===== src/rtl/wb_rr_arbiter.sv =====
// ----------------------------------------------------------------------------
// wb_rr_arbiter
//   Round-robin Wishbone arbiter sharing one slave port between NUM_M masters.
//   A granted master keeps the bus for its whole CYC.
//   A bus watchdog ends a stalled strobe with a one-cycle ERR to that master.
//
// Ports
//   clk, rst          system clock, asynchronous active-low reset
//   m_cyc_i/stb_i/we_i     per-master control, one bit per master
//   m_adr_i/dat_i/sel_i    per-master address/data/select, master k at slice k
//   m_dat_o           shared read data (straight copy of s_dat_i)
//   m_ack_o/m_err_o   per-master ACK and watchdog ERR
//   s_*               slave-side Wishbone port
//   grant_o           registered one-hot grant (zero when idle)
//   timeout_o         one-cycle pulse while the watchdog error is reported
// ----------------------------------------------------------------------------
module wb_rr_arbiter #(
    parameter int NUM_M   = 4,
    parameter int ADR_W   = 32,
    parameter int TIMEOUT = 255
) (
    input  logic                   clk,
    input  logic                   rst,
    input  logic [NUM_M-1:0]       m_cyc_i,
    input  logic [NUM_M-1:0]       m_stb_i,
    input  logic [NUM_M-1:0]       m_we_i,
    input  logic [NUM_M*ADR_W-1:0] m_adr_i,
    input  logic [NUM_M*32-1:0]    m_dat_i,
    input  logic [NUM_M*4-1:0]     m_sel_i,
    output logic [31:0]            m_dat_o,
    output logic [NUM_M-1:0]       m_ack_o,
    output logic [NUM_M-1:0]       m_err_o,
    output logic [ADR_W-1:0]       s_adr_o,
    output logic [31:0]            s_dat_o,
    input  logic [31:0]            s_dat_i,
    output logic [3:0]             s_sel_o,
    output logic                   s_we_o,
    output logic                   s_cyc_o,
    output logic                   s_stb_o,
    input  logic                   s_ack_i,
    output logic [NUM_M-1:0]       grant_o,
    output logic                   timeout_o
);

    localparam int IW        = $clog2(NUM_M);
    localparam int WDW       = (TIMEOUT > 0) ? $clog2(TIMEOUT + 1) : 1;
    localparam int WD_LAST_I = (TIMEOUT > 0) ? TIMEOUT - 1 : 0;
    localparam logic [WDW-1:0] WD_LAST = WD_LAST_I[WDW-1:0];

    localparam logic [1:0] S_IDLE  = 2'd0;
    localparam logic [1:0] S_GRANT = 2'd1;
    localparam logic [1:0] S_ERR   = 2'd2;

    logic [1:0]       state_q, state_d;
    logic [NUM_M-1:0] grant_q, grant_d;
    logic [IW-1:0]    gidx_q,  gidx_d;
    logic [IW-1:0]    last_q,  last_d;
    logic [WDW-1:0]   wd_q,    wd_d;

    // Round-robin pick: first requester strictly after last_q, wrapping.
    logic          req_found;
    logic [IW-1:0] req_idx;
    logic [IW-1:0] cand;

    always_comb begin
        req_found = 1'b0;
        req_idx   = last_q;
        cand      = '0;
        for (int unsigned i = 1; i <= NUM_M; i++) begin
            cand = IW'((32'(last_q) + i) % NUM_M);
            if (!req_found && m_cyc_i[cand]) begin
                req_found = 1'b1;
                req_idx   = cand;
            end
        end
    end

    // Granted master's signals, selected by the registered grant index.
    logic             g_cyc, g_stb, g_we;
    logic [ADR_W-1:0] g_adr;
    logic [31:0]      g_dat;
    logic [3:0]       g_sel;

    always_comb begin
        g_cyc = 1'b0;
        g_stb = 1'b0;
        g_we  = 1'b0;
        g_adr = '0;
        g_dat = '0;
        g_sel = '0;
        for (int unsigned k = 0; k < NUM_M; k++) begin
            if (gidx_q == IW'(k)) begin
                g_cyc = m_cyc_i[k];
                g_stb = m_stb_i[k];
                g_we  = m_we_i[k];
                g_adr = m_adr_i[k*ADR_W +: ADR_W];
                g_dat = m_dat_i[k*32 +: 32];
                g_sel = m_sel_i[k*4 +: 4];
            end
        end
    end

    always_comb begin
        state_d = state_q;
        grant_d = grant_q;
        gidx_d  = gidx_q;
        last_d  = last_q;
        wd_d    = wd_q;
        case (state_q)
            S_IDLE: begin
                wd_d = '0;
                if (req_found) begin
                    state_d          = S_GRANT;
                    gidx_d           = req_idx;
                    grant_d          = '0;
                    grant_d[req_idx] = 1'b1;
                end
            end
            S_GRANT: begin
                // CYC release beats watchdog expiry; ACK beats expiry too.
                if (!g_cyc) begin
                    state_d = S_IDLE;
                    last_d  = gidx_q;
                    grant_d = '0;
                    wd_d    = '0;
                end else if (TIMEOUT == 0 || s_ack_i || !g_stb) begin
                    wd_d = '0;
                end else if (wd_q == WD_LAST) begin
                    state_d = S_ERR;
                    wd_d    = '0;
                end else begin
                    wd_d = wd_q + 1'b1;
                end
            end
            S_ERR: begin
                wd_d = '0;
                if (g_cyc) begin
                    state_d = S_GRANT;
                end else begin
                    state_d = S_IDLE;
                    last_d  = gidx_q;
                    grant_d = '0;
                end
            end
            default: begin
                state_d = S_IDLE;
                grant_d = '0;
                wd_d    = '0;
            end
        endcase
    end

    always_ff @(posedge clk or negedge rst) begin
        if (!rst) begin
            state_q <= S_IDLE;
            grant_q <= '0;
            gidx_q  <= '0;
            last_q  <= IW'(NUM_M - 1);
            wd_q    <= '0;
        end else begin
            state_q <= state_d;
            grant_q <= grant_d;
            gidx_q  <= gidx_d;
            last_q  <= last_d;
            wd_q    <= wd_d;
        end
    end

    // Outputs are decoded from the registered state, so they fall with reset.
    always_comb begin
        m_dat_o   = s_dat_i;
        m_ack_o   = '0;
        m_err_o   = '0;
        s_adr_o   = '0;
        s_dat_o   = '0;
        s_sel_o   = '0;
        s_we_o    = 1'b0;
        s_cyc_o   = 1'b0;
        s_stb_o   = 1'b0;
        timeout_o = 1'b0;
        grant_o   = grant_q;
        if (state_q == S_GRANT) begin
            s_cyc_o = g_cyc;
            s_stb_o = g_stb;
            s_we_o  = g_we;
            s_adr_o = g_adr;
            s_dat_o = g_dat;
            s_sel_o = g_sel;
            m_ack_o = grant_q & {NUM_M{s_ack_i}};
        end else if (state_q == S_ERR) begin
            m_err_o   = grant_q;
            timeout_o = 1'b1;
        end
    end

endmodule


===== config.mk =====
export PLATFORM = sky130hd
export DESIGN_NAME = wb_rr_arbiter
export DESIGN_NICKNAME = d
export VERILOG_FILES = /design/src/rtl/wb_rr_arbiter.sv
export SDC_FILE = /design/constraint.sdc
export NUM_CORES = 1
export LEC_CHECK = 0
export CELL_PAD_IN_SITES_DETAIL_PLACEMENT = 1
export CELL_PAD_IN_SITES_GLOBAL_PLACEMENT = 2
export CORE_AREA = 2 2 170 172
export DETAILED_ROUTE_END_ITERATION = 16
export DIE_AREA = 0 0 172 174
export HOLD_SLACK_MARGIN = 0.15
export PLACE_DENSITY_LB_ADDON = 0.1
export SYNTH_ARGS = -nofsm -noshare
export SYNTH_HDL_FRONTEND = slang
export SYNTH_SLANG_ARGS = --single-unit
export TNS_END_PERCENT = 10

===== constraint.sdc =====
create_clock -name clk -period 4.7 [get_ports clk]
set_clock_uncertainty 0.05 [all_clocks]
set_input_delay 0.705 -clock clk [delete_from_list [all_inputs] [get_ports clk]]
set_output_delay 0.705 -clock clk [all_outputs]
set_load 0.01 [all_outputs]

==> impl_results.md <==
- Status: completed
- Routed length per instance: 23.2 um
- Synthesized Nets: 623
- CP Buf/Inv Count: 2
- Syn Inst Count: 298
- # port buffers: 370
- Final Critical Period: 3.45 ns
- CORE AREA: 28200 um2
- Total wire length: 23400 um
- Clock buffer depth: 2
- Syn. warnings: 0
- Seq/Total Area, Yosys: 13.3%
- Type of the worst min-delay path: flop to flop
- Layout Nets: 947
- Crit path max-delay cell type: dfrtp_4
- Number of cells after detailed placement: 1001
- Hold_sp: wd_q[5]
- Num CTS Buffers: 3
- Hold Path Stages: 2
- First DRT Iteration DRCs: 87
- CP Max Fanout: 32
- Post-CTS setup buffers: 0
- Root buf cell: clkbuf_16
- Final cycle utilization of the critical path: 73.3%
- Share of layout cells above drive strength 1: 14.2%
- Post-route DRC: 0
- Worst-Margin Slew: 1.00 ns
- Initial Util: 12.0%
- Vias in the first global route: 4550
- Tot Pwr: 0.00320 W
- RSZ-0062 raised after global routing: false
- VDD IR max: 0.235 mV
- Worst reg2reg path startpoint: gidx_q[1]
- Crit path kind: flop to primary output
- Skew-Pair Late Insertion Delay: 0.25 ns
- First-pass GRT wire length: 32800 um
- Synth cell types: 40
- Top delay family on crit path: buffers and inverters
- Vert. Die Dim: 174 um
- H-tree depth: 1
- CP cell instances: buf_12 -> mux4_2 -> and2_1 -> clkdlybuf4s50_1
- Max_slew headroom: 33.3%
- Seq cells post-synth: 18
- Fmax achieved: 290 MHz
- Final Hold Viols: 0
- Internal reg-to-reg setup slack: 2.23 ns
- Static leakage: 2.59 nW
- Worst path arrival time: 2.69 ns
- Die area: 29900 um2
- Critical Path Source: gidx_q[0]
- Crit Reg-Reg Endpoint: state_q[0]
- Mapped Avg Cell Area: 11.4 um2
- Worst Hold End: wd_q[5]
- Mapped cell area: 3400 um2
- Grt ovf: 0
- Setup TNS: 0 ns
- Final worst slack: 1.25 ns
- # rows: 62
- CTS clk-pin slew, worst paths: 0.06 ns
- Clk sinks: 18
- Crit. End Element: primary output
- Final Cell Area: 7390 um2
- Required @ worst endpoint: 3.94 ns
- Non-Filler Instances: 1007
- Die X: 172 um
- Placed Area: 7300 um2
- Dpl ws: 1.38 ns
- Critical Path Source Type: flop
- Power per cell area: 433 nW/um2
- Post-CTS sizing: 0
- Routability Congestion: 0.832
- Vias: 3942
- Top-level I/O count: 435
- Vias/cell: 3.91
- R2R depth: 4
- Largest net degree at the start of global routing: 64
- CP peak stage delay: 0.79 ns
- Final ANT Viol Nets: 0
- Max-Cap Viols: 0
- CTS tree: built
- Total GRT Usage: 14.9%
- Slew Viols, Final: 0
- Detailed Place HPWL: 19700 um
- Initial antenna violation count: 5
- Number of iterations in the first detailed-routing pass: 4
- Setup-failing EPs final: 0
- Count of hold-fix buffers inserted at cts: 0
- Area growth from synthesis to final layout: 118%
## cell families (layout without fill, tap and decap cells)
family,count (synthesis),after routing,synth area share [%]
compound gates,18,18,4.13
simple gates,113,113,19.7
flops,18,18,13.3
mux,74,74,48.0
other cells,0,2,0
fa+ha+maj,6,6,2.21
buf+inv,63,386,11.0
xor+xnor,6,6,1.55
## area by class of cell
cell class	instances	area (um2)
fill	3222	20800
tap	384	480
timing repair buffer	376	3760
sequential	18	460
clock buffer	4	88.8
multi-input combinational	217	2570
inverter	6	22.5
antenna	2	5.00
## registers in the layout, indices dropped and copies added (netlist names)
name,flops
gidx_q,2
grant_o,4
last_q,2
state_q,2
wd_q,8
## where the power goes
part	leakage [nW]	switching, W	internal, W
Sequential	0.234	0.000236	0.000206
Combinational	2.31	0.000967	0.00160
Clock	0.0442	0.0000632	0.000130
## routing by layer
| layer | GRT usage, % | share of wire [%] |
|---|---|---|
| met5 | 0 | 0.25 |
| met4 | 1.16 | 0.50 |
| met3 | 4.14 | 8.6 |
| met2 | 29.9 | 55 |
| met1 | 15.9 | 36 |
## per-stage QoR
step / hold WS (ns) / utilization (%)
global placement: 0.473 / 25.8
finish: 0.496 / 26.2
detailed placement: 0.484 / 25.8
floorplan: 0.359 / -
CTS: 0.500 / 26.2
global route: 0.532 / 26.2
## synth_stat cells, drive strengths merged
master,count,area share (%)
a211o,1,0.26
a21o,1,0.22
a21oi,4,0.59
a22o,1,0.26
a32o,4,1.2
and2,76,14
and3,5,0.92
and3b,1,0.26
and4,1,0.26
buf,42,8.7
clkbuf,15,1.7
dfrtp,16,12
dfstp,2,1.5
ha,6,2.2
inv,6,0.66
mux2,2,0.66
mux2i,1,0.29
mux4,71,47
nand2,5,0.55
nand2b,2,0.37
nand3,3,0.44
nand4,2,0.37
nand4b,1,0.26
nor2,11,1.2
nor2b,1,0.18
nor3,1,0.15
nor3b,1,0.22
nor4,2,0.37
o21a,1,0.22
o21ai,3,0.44
o31a,1,0.26
o31ai,1,0.22
o41ai,1,0.48
or3,1,0.18
xnor2,1,0.26
xor2,5,1.3
## cell usage in the layout, fill, tap and decap left out, drive strengths merged, types with 2 or more instances in the layout
cell,n
inv,6
diode,2
mux4,71
mux2,2
o21ai,3
nand3,3
and2,76
dfrtp,16
clkbuf,4
clkdlybuf4s50,370
dfstp,2
ha,6
a21oi,4
nor2,11
nand2,5
and3,5
nand2b,2
buf,6
nor4,2
xor2,5
a32o,4
nand4,2
## worst max-delay path by stage
stage | to | slack (ns) | depth (start not counted)
floorplan | s_adr_o[0] | 2.50 | 4
global placement | s_dat_o[17] | 1.43 | 4
detailed placement | s_adr_o[21] | 1.38 | 5
CTS | s_adr_o[21] | 1.11 | 5
global route | s_dat_o[8] | 1.04 | 4
finish | s_dat_o[17] | 1.25 | 4
## worst register-to-register path, stage by stage (launching register included)
cell	delay, ns
dfrtp_4	1.05
mux4_2	0.53
a22o_1	0.30
o41ai_2	0.06
mux2_1	0.36
(Power assumes the default switching activity.)
